`config.mk`:
```
export PLATFORM = sky130hd
export DESIGN_NAME = mem_arbiter
export DESIGN_NICKNAME = d
export VERILOG_FILES = /design/src/rtl/mem_arbiter_pkg.sv /design/src/rtl/mem_arbiter.sv
export SDC_FILE = /design/constraint.sdc
export NUM_CORES = 1
export LEC_CHECK = 0
export CAP_MARGIN = 20
export CORE_UTILIZATION = 34
export DETAILED_ROUTE_END_ITERATION = 10
export PLACE_DENSITY = 0.81
export SLEW_MARGIN = 20
export SYNTH_ARGS = -nofsm -noshare
export SYNTH_HDL_FRONTEND = slang
export SYNTH_SLANG_ARGS = --single-unit
export TNS_END_PERCENT = 5
```
`constraint.sdc`:
```
create_clock -name clk -period 2.3 [get_ports clk]
set_clock_uncertainty 0.1 [all_clocks]
set_input_delay 0.575 -clock clk [delete_from_list [all_inputs] [get_ports clk]]
set_output_delay 0.575 -clock clk [all_outputs]
set_load 0.02 [all_outputs]
```
`src/rtl/mem_arbiter_pkg.sv`:
```
// Shared constants and state encoding for the IF/MEM unified-bus arbiter.
package mem_arbiter_pkg;

    localparam int unsigned CNT_W = 8;
    localparam int unsigned SEL_W = 4;

    localparam logic [CNT_W-1:0] ARB_TIMEOUT_DEFAULT = 8'd255;
    localparam logic [SEL_W-1:0] ARB_SEL_ALL         = 4'b1111;

    typedef enum logic [1:0] {
        ARB_IDLE     = 2'd0,
        ARB_IF_WAIT  = 2'd1,
        ARB_MEM_WAIT = 2'd2,
        ARB_DONE     = 2'd3
    } arb_state_e;

endpackage

```
`src/rtl/mem_arbiter.sv`:
```
// Fixed-priority (MEM over IF) arbiter for one unified memory bus, with a
// bus_req/bus_ack wait-state handshake, abort timeout and registered results.
module mem_arbiter
    import mem_arbiter_pkg::*;
#(
    parameter int unsigned ADDR_W  = 32,
    parameter int unsigned DATA_W  = 32,
    parameter int unsigned TIMEOUT = 32'(ARB_TIMEOUT_DEFAULT)
) (
    input  logic              clk,
    input  logic              rst,
    input  logic              if_req,
    input  logic [ADDR_W-1:0] if_addr,
    output logic [DATA_W-1:0] if_rdata,
    output logic              if_ready,
    input  logic              mem_ce,
    input  logic              mem_we,
    input  logic [SEL_W-1:0]  mem_sel,
    input  logic [ADDR_W-1:0] mem_addr,
    input  logic [DATA_W-1:0] mem_wdata,
    output logic [DATA_W-1:0] mem_rdata,
    output logic              mem_ready,
    output logic              bus_req,
    output logic              bus_we,
    output logic [SEL_W-1:0]  bus_sel,
    output logic [ADDR_W-1:0] bus_addr,
    output logic [DATA_W-1:0] bus_wdata,
    input  logic [DATA_W-1:0] bus_rdata,
    input  logic              bus_ack,
    output logic              stallreq,
    output logic              bus_err
);

    arb_state_e        r_state;
    logic [CNT_W-1:0]  r_cnt;
    logic              r_bus_req;
    logic              r_bus_we;
    logic [SEL_W-1:0]  r_bus_sel;
    logic [ADDR_W-1:0] r_bus_addr;
    logic [DATA_W-1:0] r_bus_wdata;
    logic [DATA_W-1:0] r_if_rdata;
    logic [DATA_W-1:0] r_mem_rdata;
    logic              r_if_ready;
    logic              r_mem_ready;
    logic              r_bus_err;

    logic              w_timeout;
    logic              w_finish;
    logic [DATA_W-1:0] w_cap_data;

    // An ack in the timeout cycle still counts as a successful access.
    assign w_timeout  = (r_cnt == CNT_W'(TIMEOUT - 1));
    assign w_finish   = bus_ack | w_timeout;
    assign w_cap_data = bus_ack ? bus_rdata : '0;

    always_ff @(posedge clk or negedge rst) begin
        if (!rst) begin
            r_state     <= ARB_IDLE;
            r_cnt       <= '0;
            r_bus_req   <= 1'b0;
            r_bus_we    <= 1'b0;
            r_bus_sel   <= '0;
            r_bus_addr  <= '0;
            r_bus_wdata <= '0;
            r_if_rdata  <= '0;
            r_mem_rdata <= '0;
            r_if_ready  <= 1'b0;
            r_mem_ready <= 1'b0;
            r_bus_err   <= 1'b0;
        end else begin
            r_if_ready  <= 1'b0;
            r_mem_ready <= 1'b0;
            case (r_state)
                ARB_IDLE: begin
                    if (mem_ce) begin
                        r_state     <= ARB_MEM_WAIT;
                        r_bus_req   <= 1'b1;
                        r_bus_we    <= mem_we;
                        r_bus_sel   <= mem_sel;
                        r_bus_addr  <= mem_addr;
                        r_bus_wdata <= mem_wdata;
                    end else if (if_req) begin
                        r_state     <= ARB_IF_WAIT;
                        r_bus_req   <= 1'b1;
                        r_bus_we    <= 1'b0;
                        r_bus_sel   <= ARB_SEL_ALL;
                        r_bus_addr  <= if_addr;
                        r_bus_wdata <= '0;
                    end
                end
                ARB_IF_WAIT, ARB_MEM_WAIT: begin
                    if (w_finish) begin
                        r_state   <= ARB_DONE;
                        r_bus_req <= 1'b0;
                        r_cnt     <= '0;
                        if (!bus_ack) begin
                            r_bus_err <= 1'b1;
                        end
                        if (r_state == ARB_IF_WAIT) begin
                            r_if_ready <= 1'b1;
                            r_if_rdata <= w_cap_data;
                        end else begin
                            r_mem_ready <= 1'b1;
                            if (!r_bus_we) begin
                                r_mem_rdata <= w_cap_data;
                            end
                        end
                    end else begin
                        r_cnt <= r_cnt + CNT_W'(1);
                    end
                end
                // One dead cycle so the still-held request is not relaunched.
                ARB_DONE: r_state <= ARB_IDLE;
                default:  r_state <= ARB_IDLE;
            endcase
        end
    end

    assign bus_req   = r_bus_req;
    assign bus_we    = r_bus_we;
    assign bus_sel   = r_bus_sel;
    assign bus_addr  = r_bus_addr;
    assign bus_wdata = r_bus_wdata;
    assign if_rdata  = r_if_rdata;
    assign if_ready  = r_if_ready;
    assign mem_rdata = r_mem_rdata;
    assign mem_ready = r_mem_ready;
    assign bus_err   = r_bus_err;

    assign stallreq = (if_req & ~r_if_ready) | (mem_ce & ~r_mem_ready);

endmodule

```
==> flow_metrics.tcl, run 1 <==
set metrics [dict create \
    drive_gt1_share_pct 7.44 \
    syn_inst 450 \
    netlist_top_cells_area "dfrtp_1, a22o_1, mux2i_1, o21ai_0, nand2_1" \
    min_path_type "register to register" \
    filler_cell_count 1399 \
    grt_usage_pct 18.4 \
    preCtsSetupSlack_ps -391 \
    num_rows 47 \
    dp.cells 926 \
    core_area_mm2 0.0166 \
    fin_crit_sh_pct 97.1 \
    dpl-instance-area_mm2 0.00886 \
    setup_viol 0 \
    max_cap_violations 0 \
    drtIter0Drc 226 \
    floorplan.initialDensity_pct 34.9 \
    period_needed_ps 2230 \
    max_freq_ghz 0.448 \
    multi_input_comb_area_mm2 0.00194 \
    grt_max_degree 76 \
    via_count 4706 \
    cp_cell_sequence "clkdlybuf4s50_1 > inv_1 > o22ai_1 > buf_4" \
    dieHeight_um 133 \
    antenna_cells 0 \
    crit_path_end_kind "primary output" \
    gp_congestion 0.781 \
    dp_hpwl_mm 11.4 \
    avgSynthCellArea_um2 12.9 \
    wirelength_mm 15.9 \
    clkLatencyLatePin_ps 410 \
    synth_fp_nets 593 \
    grt_remaining_overflow 0 \
    grt.met1_usage_pct 22.3 \
    syn2layout_area_growth_pct 62.7 \
    crit_path_top_delay_cell "clkdlybuf4s50_1" \
    layout_commonest_cell "clkdlybuf4s50_1" \
    drt_drc_violations_left 0 \
    final_nets 869 \
    worst-setup-path-type "input pin to primary output" \
    antenna_found_initial 0 \
    cts.clk_slew.worst_paths_ps 60 \
    die_x_um 133 \
    seq_area_frac_synth_pct 63.3 \
    register_area_mm2 0.00368 \
    syn_area_mm2 0.00581 \
    first_global_vias 4797 \
    max-clock-path-buffers 2 \
    finalHoldViolations 0 \
    met3_usage_pct 5.44 \
    cts_tree "done" \
    postLayoutCellArea_mm2 0.00946 \
    cpPeakStageDelay_ps 500 \
    io_pins 276 \
    cp.arrival_ps 1560 \
    cts.sinks 147 \
    yosysWarnings 0 \
    ant_nets 0 \
    slew_headroom_pct 58.2 \
    io_buffers 275 \
    worstPathRequired_ps 1620 \
    crit_path_max_fanout 2 \
    stdcell_count 959 \
    vias_per_cell 4.91 \
    leakagePower_nw 4.23 \
    synth_cell_types 32 \
    yosysTopAreaCell "dfrtp_1" \
    use_met2_pct 30.6 \
    power.density_mw_per_mm2 1470 \
    synth_top_area_share_pct 63.3 \
    fin_ws_ps 66.0 \
    wl_per_cell_um 16.5 \
    critPathLaunchType "input pin" \
    ys_seq_elements 147 \
    drv_slew 0 \
    busiest_layer "met2" \
    vdd_ir_drop_max_uv 725 \
    die_area_mm2 0.0176 \
    status "completed" \
    finalPower_mw 13.9 \
    layout_common_cells "clkdlybuf4s50_1, dfrtp_1, a22o_1, nand2_1, o21ai_0" \
    worstMarginPinSlew_ps 628 \
    htree_num_levels 4 \
    cts_made_buffers 17 \
    first_pass_iters 4 \
    rsz0062_at_grt "no" \
    ctsRootBufferMaster "clkbuf_16" \
    grt_pass1_wl_mm 25.3 \
]
==> registers in the layout (all words and copies together) (netlist names), 2 cells and up <==
register,count
bus_addr,32
bus_sel,4
bus_wdata,32
if_rdata,32
mem_rdata,32
r_cnt,8
r_state,2
==> area by class of cell <==
class / instances / share of cell area, %
Sequential cell: 147 / 38.9
Timing Repair Buffer: 292 / 31.1
Multi-Input combinational cell: 260 / 20.5
Clock buffer: 18 / 4.54
Tap cell: 220 / 2.91
Clock inverter: 14 / 1.77
Inverter: 8 / 0.317
==> critical path, delay by kind of cell <==
kind            cells  cell delay [ps]
buf+inv             3              770
compound gates      1              220
==> per-stage QoR <==
stage          util, %  hold WS, ps  setup TNS [ps]
2_1_floorplan        -          179               0
3_3_place_gp      53.2          343            -410
3_5_place_dp      53.2          362            -391
4_1_cts           56.8          381               0
5_1_grt           56.9          402               0
6_report          56.9          373               0
==> routing by layer <==
metal	vias to the layer above	share of wire [%]
met4	0	2.0
met1	2299	42
met3	24	6.2
li1	2207	-
met2	176	50
met5	-	0
==> synthesized netlist by cell type <==
cell type,number
or3_1,1
nor2_1,8
clkbuf_1,15
and2_1,2
buf_2,16
o22ai_1,2
xnor2_1,2
o21ai_1,2
clkbuf_2,1
nand3_2,1
nand4_4,1
nor3_1,2
nor3b_1,1
nor4_1,2
a21o_1,5
a22o_1,97
dfrtp_1,147
ha_1,5
nand4_1,1
o21ai_0,38
o21bai_4,1
o22a_1,4
buf_6,3
nand2_1,40
o21a_1,1
mux2i_1,36
nor2b_1,1
a32o_1,1
nand3_1,2
nand3_4,1
and3_1,3
inv_1,8
==> kinds of logic (layout without fill, tap and decap cells) <==
logic type / Yosys count / after routing / synth area share [%]
xor+xnor: 2 / 2 / 0.301
flops: 147 / 147 / 63.3
mux: 36 / 36 / 6.20
simple gates: 66 / 66 / 5.49
fa+ha+maj: 5 / 5 / 1.08
compound gates: 151 / 151 / 20.1
buf+inv: 43 / 332 / 3.53
==> path summary, 6_finish.rpt <==
check                               from             to  slack (ps)  depth (start not counted)
worst max-delay path              if_req       stallreq          70                          4
worst min-delay path             bus_err        bus_err         370                          1
worst max register to register  r_cnt[0]   if_rdata[27]         290                          7
worst min register to register   bus_err        bus_err         370                          1
max in group asynchronous            rst  bus_wdata[27]         950                          3
min in group asynchronous            rst   bus_addr[24]         540                          2
==> repair_timing <==
item | in CTS | in global routing
endpoints found under the hold margin | 37 | 0
resized for setup | 4 | 1
buffers inserted | 0 | 0
hold buffers | 1 | 0
endpoints found under the setup margin | 1 | 1
gates cloned | 0 | 0
==> where the power goes <==
part	switching (mW)	total [mW]	internal, mW
clock network	1.16	2.80	1.64
logic	3.30	6.63	3.32
registers	0.683	4.47	3.79
total	5.15	13.9	8.75
Note: power is estimated with default switching activity, not from simulation.
==> run 2, diff against run 1 <==
--- a/config.mk
+++ b/config.mk
@@ -6,9 +6,10 @@
 export NUM_CORES = 1
 export LEC_CHECK = 0
 export CAP_MARGIN = 20
-export CORE_UTILIZATION = 34
+export CORE_UTILIZATION = 41
+export CTS_CLUSTER_DIAMETER = 80
 export DETAILED_ROUTE_END_ITERATION = 10
-export PLACE_DENSITY = 0.81
+export PLACE_DENSITY = 0.92
 export SLEW_MARGIN = 20
 export SYNTH_ARGS = -nofsm -noshare
 export SYNTH_HDL_FRONTEND = slang
==> run 2 against run 1 <==
  * The run now ends with hold timing left
  * Hold slack lost 380 ps
  * Via count rose by 4.2%
  * Sequential cell count stayed put
  * Worst setup slack got worse by 3.6 ps
  * Clock-buffer cell count unchanged
  * Register-to-register slack worse by 70 ps
  * Routed wire length grew 4.8%
  * Non-clock buffer count is 3 higher
  * Die area fell by 17%
  * Sequential share of layout area is 0.39 points higher
  * Clock power is 6% lower
  * Maximum frequency decreased by 0.16%
  * Critical path type unchanged
==> flow_metrics.tcl, run 2 (synthesized netlist as in run 1, its figures left out) <==
set metrics [dict create \
    max_freq_ghz 0.447 \
    cpLargestDelayFamily "buffers and inverters" \
    floorplan.initialDensity_pct 41.9 \
    cts_made_buffers 17 \
    final_core_util_pct 67.5 \
    worstMarginPinSlew_ps 620 \
    dpl-instance-area_mm2 0.00881 \
    crit_path_end_kind "primary output" \
    die_x_um 121 \
    wirelength_mm 16.6 \
    violations "hold timing" \
    max_cap_violations 0 \
    critPathLaunchType "input pin" \
    via_count 4903 \
    worstRegToRegCells 6 \
    layout_common_cells "clkdlybuf4s50_1, dfrtp_1, a22o_1, nand2_1, o21ai_0" \
    leakagePower_nw 4.23 \
    timing.rr.start "r_cnt[0]" \
    stdcell_count 922 \
    die_area_mm2 0.0147 \
    wl_per_cell_um 18.0 \
    vdd_ir_drop_max_uv 869 \
    period_needed_ps 2240 \
    io_pins 276 \
    ant_nets 0 \
    crit_end "stallreq" \
    num_rows 43 \
    htree_num_levels 4 \
    grt_max_degree 65 \
    antenna_found_initial 0 \
    core_area_mm2 0.0139 \
    fin_ws_ps 62.3 \
    syn2layout_area_growth_pct 61.1 \
    finalPower_mw 13.8 \
    gp_congestion 0.798 \
    slew_headroom_pct 58.6 \
    worst-r2r-setup-slack_ps 220 \
    final_nets 872 \
    antenna_cells 0 \
    status "complete, but fails checks" \
    clkLatencyLatePin_ps 420 \
    finalHoldViolations 6 \
    grt_usage_pct 23.8 \
    preCtsSetupSlack_ps -364 \
    cts_setup_buffers 0 \
    ctsRootBufferMaster "clkbuf_16" \
    cpPeakStageDelay_ps 480 \
    crit_path_top_delay_cell "clkdlybuf4s50_1" \
    cts.clk_slew.worst_paths_ps 60 \
    postLayoutCellArea_mm2 0.00937 \
    setup_viol 0 \
    crit_path_max_fanout 2 \
    cp.arrival_ps 1560 \
    finalSetupTns_ps 0 \
    dp_hpwl_mm 12.2 \
    rsz0062_at_grt "no" \
    cts_tree "done" \
    reg2reg_to "if_rdata[26]" \
    drive_gt1_share_pct 7.95 \
    first_global_vias 5232 \
    cts.sinks 147 \
    worst-setup-path-type "input pin to primary output" \
    dp.cells 890 \
    fin_crit_sh_pct 97.3 \
    first_pass_iters 4 \
    drt_drc_violations_left 0 \
    drtIter0Drc 249 \
    vias_per_cell 5.32 \
    fin_hold_ws_ps -9.39 \
    cp_cell_sequence "clkdlybuf4s50_1 > inv_1 > o22ai_1 > buf_2" \
    critPathLaunch "if_req" \
    crit_cells 4 \
    grt_pass1_wl_mm 26.6 \
    max-clock-path-buffers 2 \
    io_buffers 275 \
    cp_num_buf_inv 3 \
    min_path_type "input pin to asynchronous set/reset pin" \
    layout_commonest_cell "clkdlybuf4s50_1" \
    worstPathRequired_ps 1620 \
    dieHeight_um 121 \
    power.density_mw_per_mm2 1470 \
    drv_slew 0 \
    grt_remaining_overflow 0 \
]
==> run 2: how the worst min path moves through the flow <==
| stage | startpoint | slack [ps] | end | depth (start not counted) |
|---|---|---|---|---|
| global route | rst | 30 | mem_rdata[2] | 1 |
| detailed placement | bus_err | 360 | bus_err | 1 |
| CTS | rst | 6 | mem_rdata[2] | 1 |
| global placement | bus_err | 340 | bus_err | 1 |
| finish | rst | -9 | mem_rdata[9] | 1 |
| floorplan | rst | 180 | bus_addr[0] | 0 |
==> run 2: what timing repair did <==
item / CTS / global route
hold endpoints to repair: 0 / 0
hold buffers: 0 / 0
setup endpoints to repair: 1 / 0
resized for setup: 4 / 0
==> run 2: layer usage <==
metal	vias up	share of wire, %	track usage (%)	wire (um)
li1	2217	-	-	-
met1	2434	38	26.9	6330
met2	211	52	41.3	8660
met3	41	7.0	6.81	1170
met4	0	2.8	11.3	459
met5	-	0	0	0
==> run 2: report_power, final <==
group	internal [mW]	switching, mW	total [mW]
Sequential	3.79	0.735	4.52
Clock	1.44	1.19	2.63
Combinational	3.31	3.34	6.65
==> run 2: worst register-to-register path, stage by stage (launching register included) <==
cell and delay [ps]:
dfrtp_1 410, inv_1 100, ha_1 160, nand3_1 160, o21bai_4 280, nand3_4 360, a22o_1 410
==> run 2: final cells by class <==
cell class                      instances  area, um^2
Sequential cell                       147        3680
Tap cell                              180         225
Multi-Input combinational cell        260        1940
Clock buffer                           18         429
Clock inverter                         14         131
Inverter                                8        30.0
Fill cell                             948        4510
Timing Repair Buffer                  295        2930
==> run 3, diff against run 2 <==
--- a/config.mk
+++ b/config.mk
@@ -9,7 +9,9 @@
 export CORE_UTILIZATION = 41
 export CTS_CLUSTER_DIAMETER = 80
 export DETAILED_ROUTE_END_ITERATION = 10
+export GPL_TIMING_DRIVEN = 0
 export PLACE_DENSITY = 0.92
+export REMOVE_ABC_BUFFERS = 1
 export SLEW_MARGIN = 20
 export SYNTH_ARGS = -nofsm -noshare
 export SYNTH_HDL_FRONTEND = slang
==> run 3 against run 2 <==
  * Clock-buffer cell count up 1
  * Design area about the same
  * Largest power group unchanged
  * Die area unchanged
  * Worst setup slack better by 47 ps
  * Utilization about the same
  * The flow now finishes without violations
  * Global-route usage down 0.27 points
==> flow_metrics.tcl, run 3 (synthesized netlist as in run 1, its figures left out) <==
set metrics [dict create \
    status "completed" \
    grt_remaining_overflow 0 \
    grt_usage_pct 23.6 \
    worst-setup-path-type "register to register" \
    syn2layout_area_growth_pct 61.1 \
    clkLatencyLatePin_ps 420 \
    first_global_vias 5062 \
    stdcell_count 907 \
    ant_nets 0 \
    finalHoldViolations 0 \
    antenna_cells 0 \
    worst-r2r-setup-slack_ps 110 \
    worstMarginPinSlew_ps 786 \
    filler_cell_count 956 \
    layout_commonest_cell "clkdlybuf4s50_1" \
    via_count 4825 \
    slew_headroom_pct 47.4 \
    num_rows 43 \
    cts_setup_buffers 0 \
    setup_viol 0 \
    final_nets 857 \
    antenna_found_initial 0 \
    cts.clk_slew.worst_paths_ps 60 \
    critPathLaunchType "register" \
    drt_drc_violations_left 0 \
    core_area_mm2 0.0139 \
    drtIter0Drc 306 \
    wirelength_mm 16.4 \
    floorplan.initialDensity_pct 41.9 \
    min_path_type "register to register" \
    ctsRootBufferMaster "clkbuf_16" \
    grt_max_degree 86 \
    cts.sinks 147 \
    max_cap_violations 0 \
    htree_num_levels 4 \
    leakagePower_nw 4.19 \
    fin_hold_ws_ps 358 \
    dp_hpwl_mm 11.7 \
    layout_common_cells "clkdlybuf4s50_1, dfrtp_1, a22o_1, nand2_1, o21ai_0" \
    cts_made_buffers 17 \
    rsz0062_at_grt "no" \
    cts_tree "done" \
    max-clock-path-buffers 2 \
    die_area_mm2 0.0147 \
    wl_per_cell_um 18.1 \
    vias_per_cell 5.32 \
    gp_congestion 0.834 \
    worstPathRequired_ps 2500 \
    period_needed_ps 2190 \
    io_pins 276 \
    dpl-instance-area_mm2 0.00874 \
    postLayoutCellArea_mm2 0.00936 \
    drv_slew 0 \
    final_core_util_pct 67.5 \
    fin_crit_sh_pct 95.2 \
    cp.arrival_ps 2390 \
    dp.cells 874 \
    dieHeight_um 121 \
    die_x_um 121 \
    drive_gt1_share_pct 6.46 \
    grt_pass1_wl_mm 26.2 \
    vdd_ir_drop_max_uv 793 \
    finalSetupTns_ps 0 \
    crit_path_end_kind "register" \
    power.density_mw_per_mm2 1490 \
    crit_path_max_fanout 33 \
    io_buffers 275 \
    max_freq_ghz 0.457 \
    first_pass_iters 4 \
]
==> run 3: changes by cell type in the layout (fill, tap and decap cells not counted), sizes merged, moves of 2 or more <==
cell / previous run / this run
inv: 19 / 13
bufinv: 0 / 2
clkinvlp: 1 / 3
buf: 23 / 6
==> run 3: path summary, 6_finish.rpt <==
path,from,to,cells after the start
worst max-delay path,r_cnt[0],if_rdata[0],6
worst min-delay path,bus_err,bus_err,1
worst max register to register,r_cnt[0],if_rdata[0],6
worst min register to register,bus_err,bus_err,1
max in group asynchronous,rst,bus_wdata[24],3
min in group asynchronous,rst,if_rdata[6],2
==> run 3: metrics by stage <==
step / total power [mW] / setup slack (ps)
2_1_floorplan: 7.74 / -1870
3_3_place_gp: 10.8 / -5260
3_5_place_dp: 11.2 / -441
4_1_cts: 14.0 / 0.338
5_1_grt: 14.7 / 1.17
6_report: 13.9 / 110
==> run 3: where the power goes <==
group	leakage (nW)	internal (mW)	total (mW)	switching, mW
Sequential	1.85	3.79	4.51	0.722
Clock	0.281	1.64	2.76	1.11
Combinational	2.06	3.29	6.66	3.38
Total	4.19	8.72	13.9	5.21
==> run 3: critical path, stage by stage (launching register included) <==
cell      delay, ps
dfrtp_1         400
inv_1           110
ha_1            200
nand3_1         180
o21bai_4        330
nand3_4         370
a22o_1          370
==> run 3: timing repair <==
| item | CTS | global route |
|---|---|---|
| pin swaps | 0 | 1 |
| endpoints found under the setup margin | 33 | 65 |
| hold buffers | 1 | 0 |
| hold endpoints to repair | 8 | 0 |
| gates resized for setup | 6 | 3 |
==> run 3: per-layer routing <==
| layer | routed length (um) | GRT usage, % | vias to the layer above |
|---|---|---|---|
| met2 | 8420 | 39.9 | 219 |
| met3 | 1240 | 7.28 | 32 |
| met1 | 6370 | 27.2 | 2383 |
| met4 | 413 | 11.0 | 0 |
| li1 | - | - | 2191 |
| met5 | 0 | 0 | - |
==> run 3: cell type report <==
type / instances / area [um^2] / area share (%)
Clock buffer: 19 / 443 / 4.73
Clock inverter: 13 / 149 / 1.59
Inverter: 8 / 30.0 / 0.321
Multi-Input combinational cell: 260 / 1960 / 21.0
Sequential cell: 147 / 3680 / 39.3
Tap cell: 180 / 225 / 2.41
Timing Repair Buffer: 280 / 2880 / 30.7
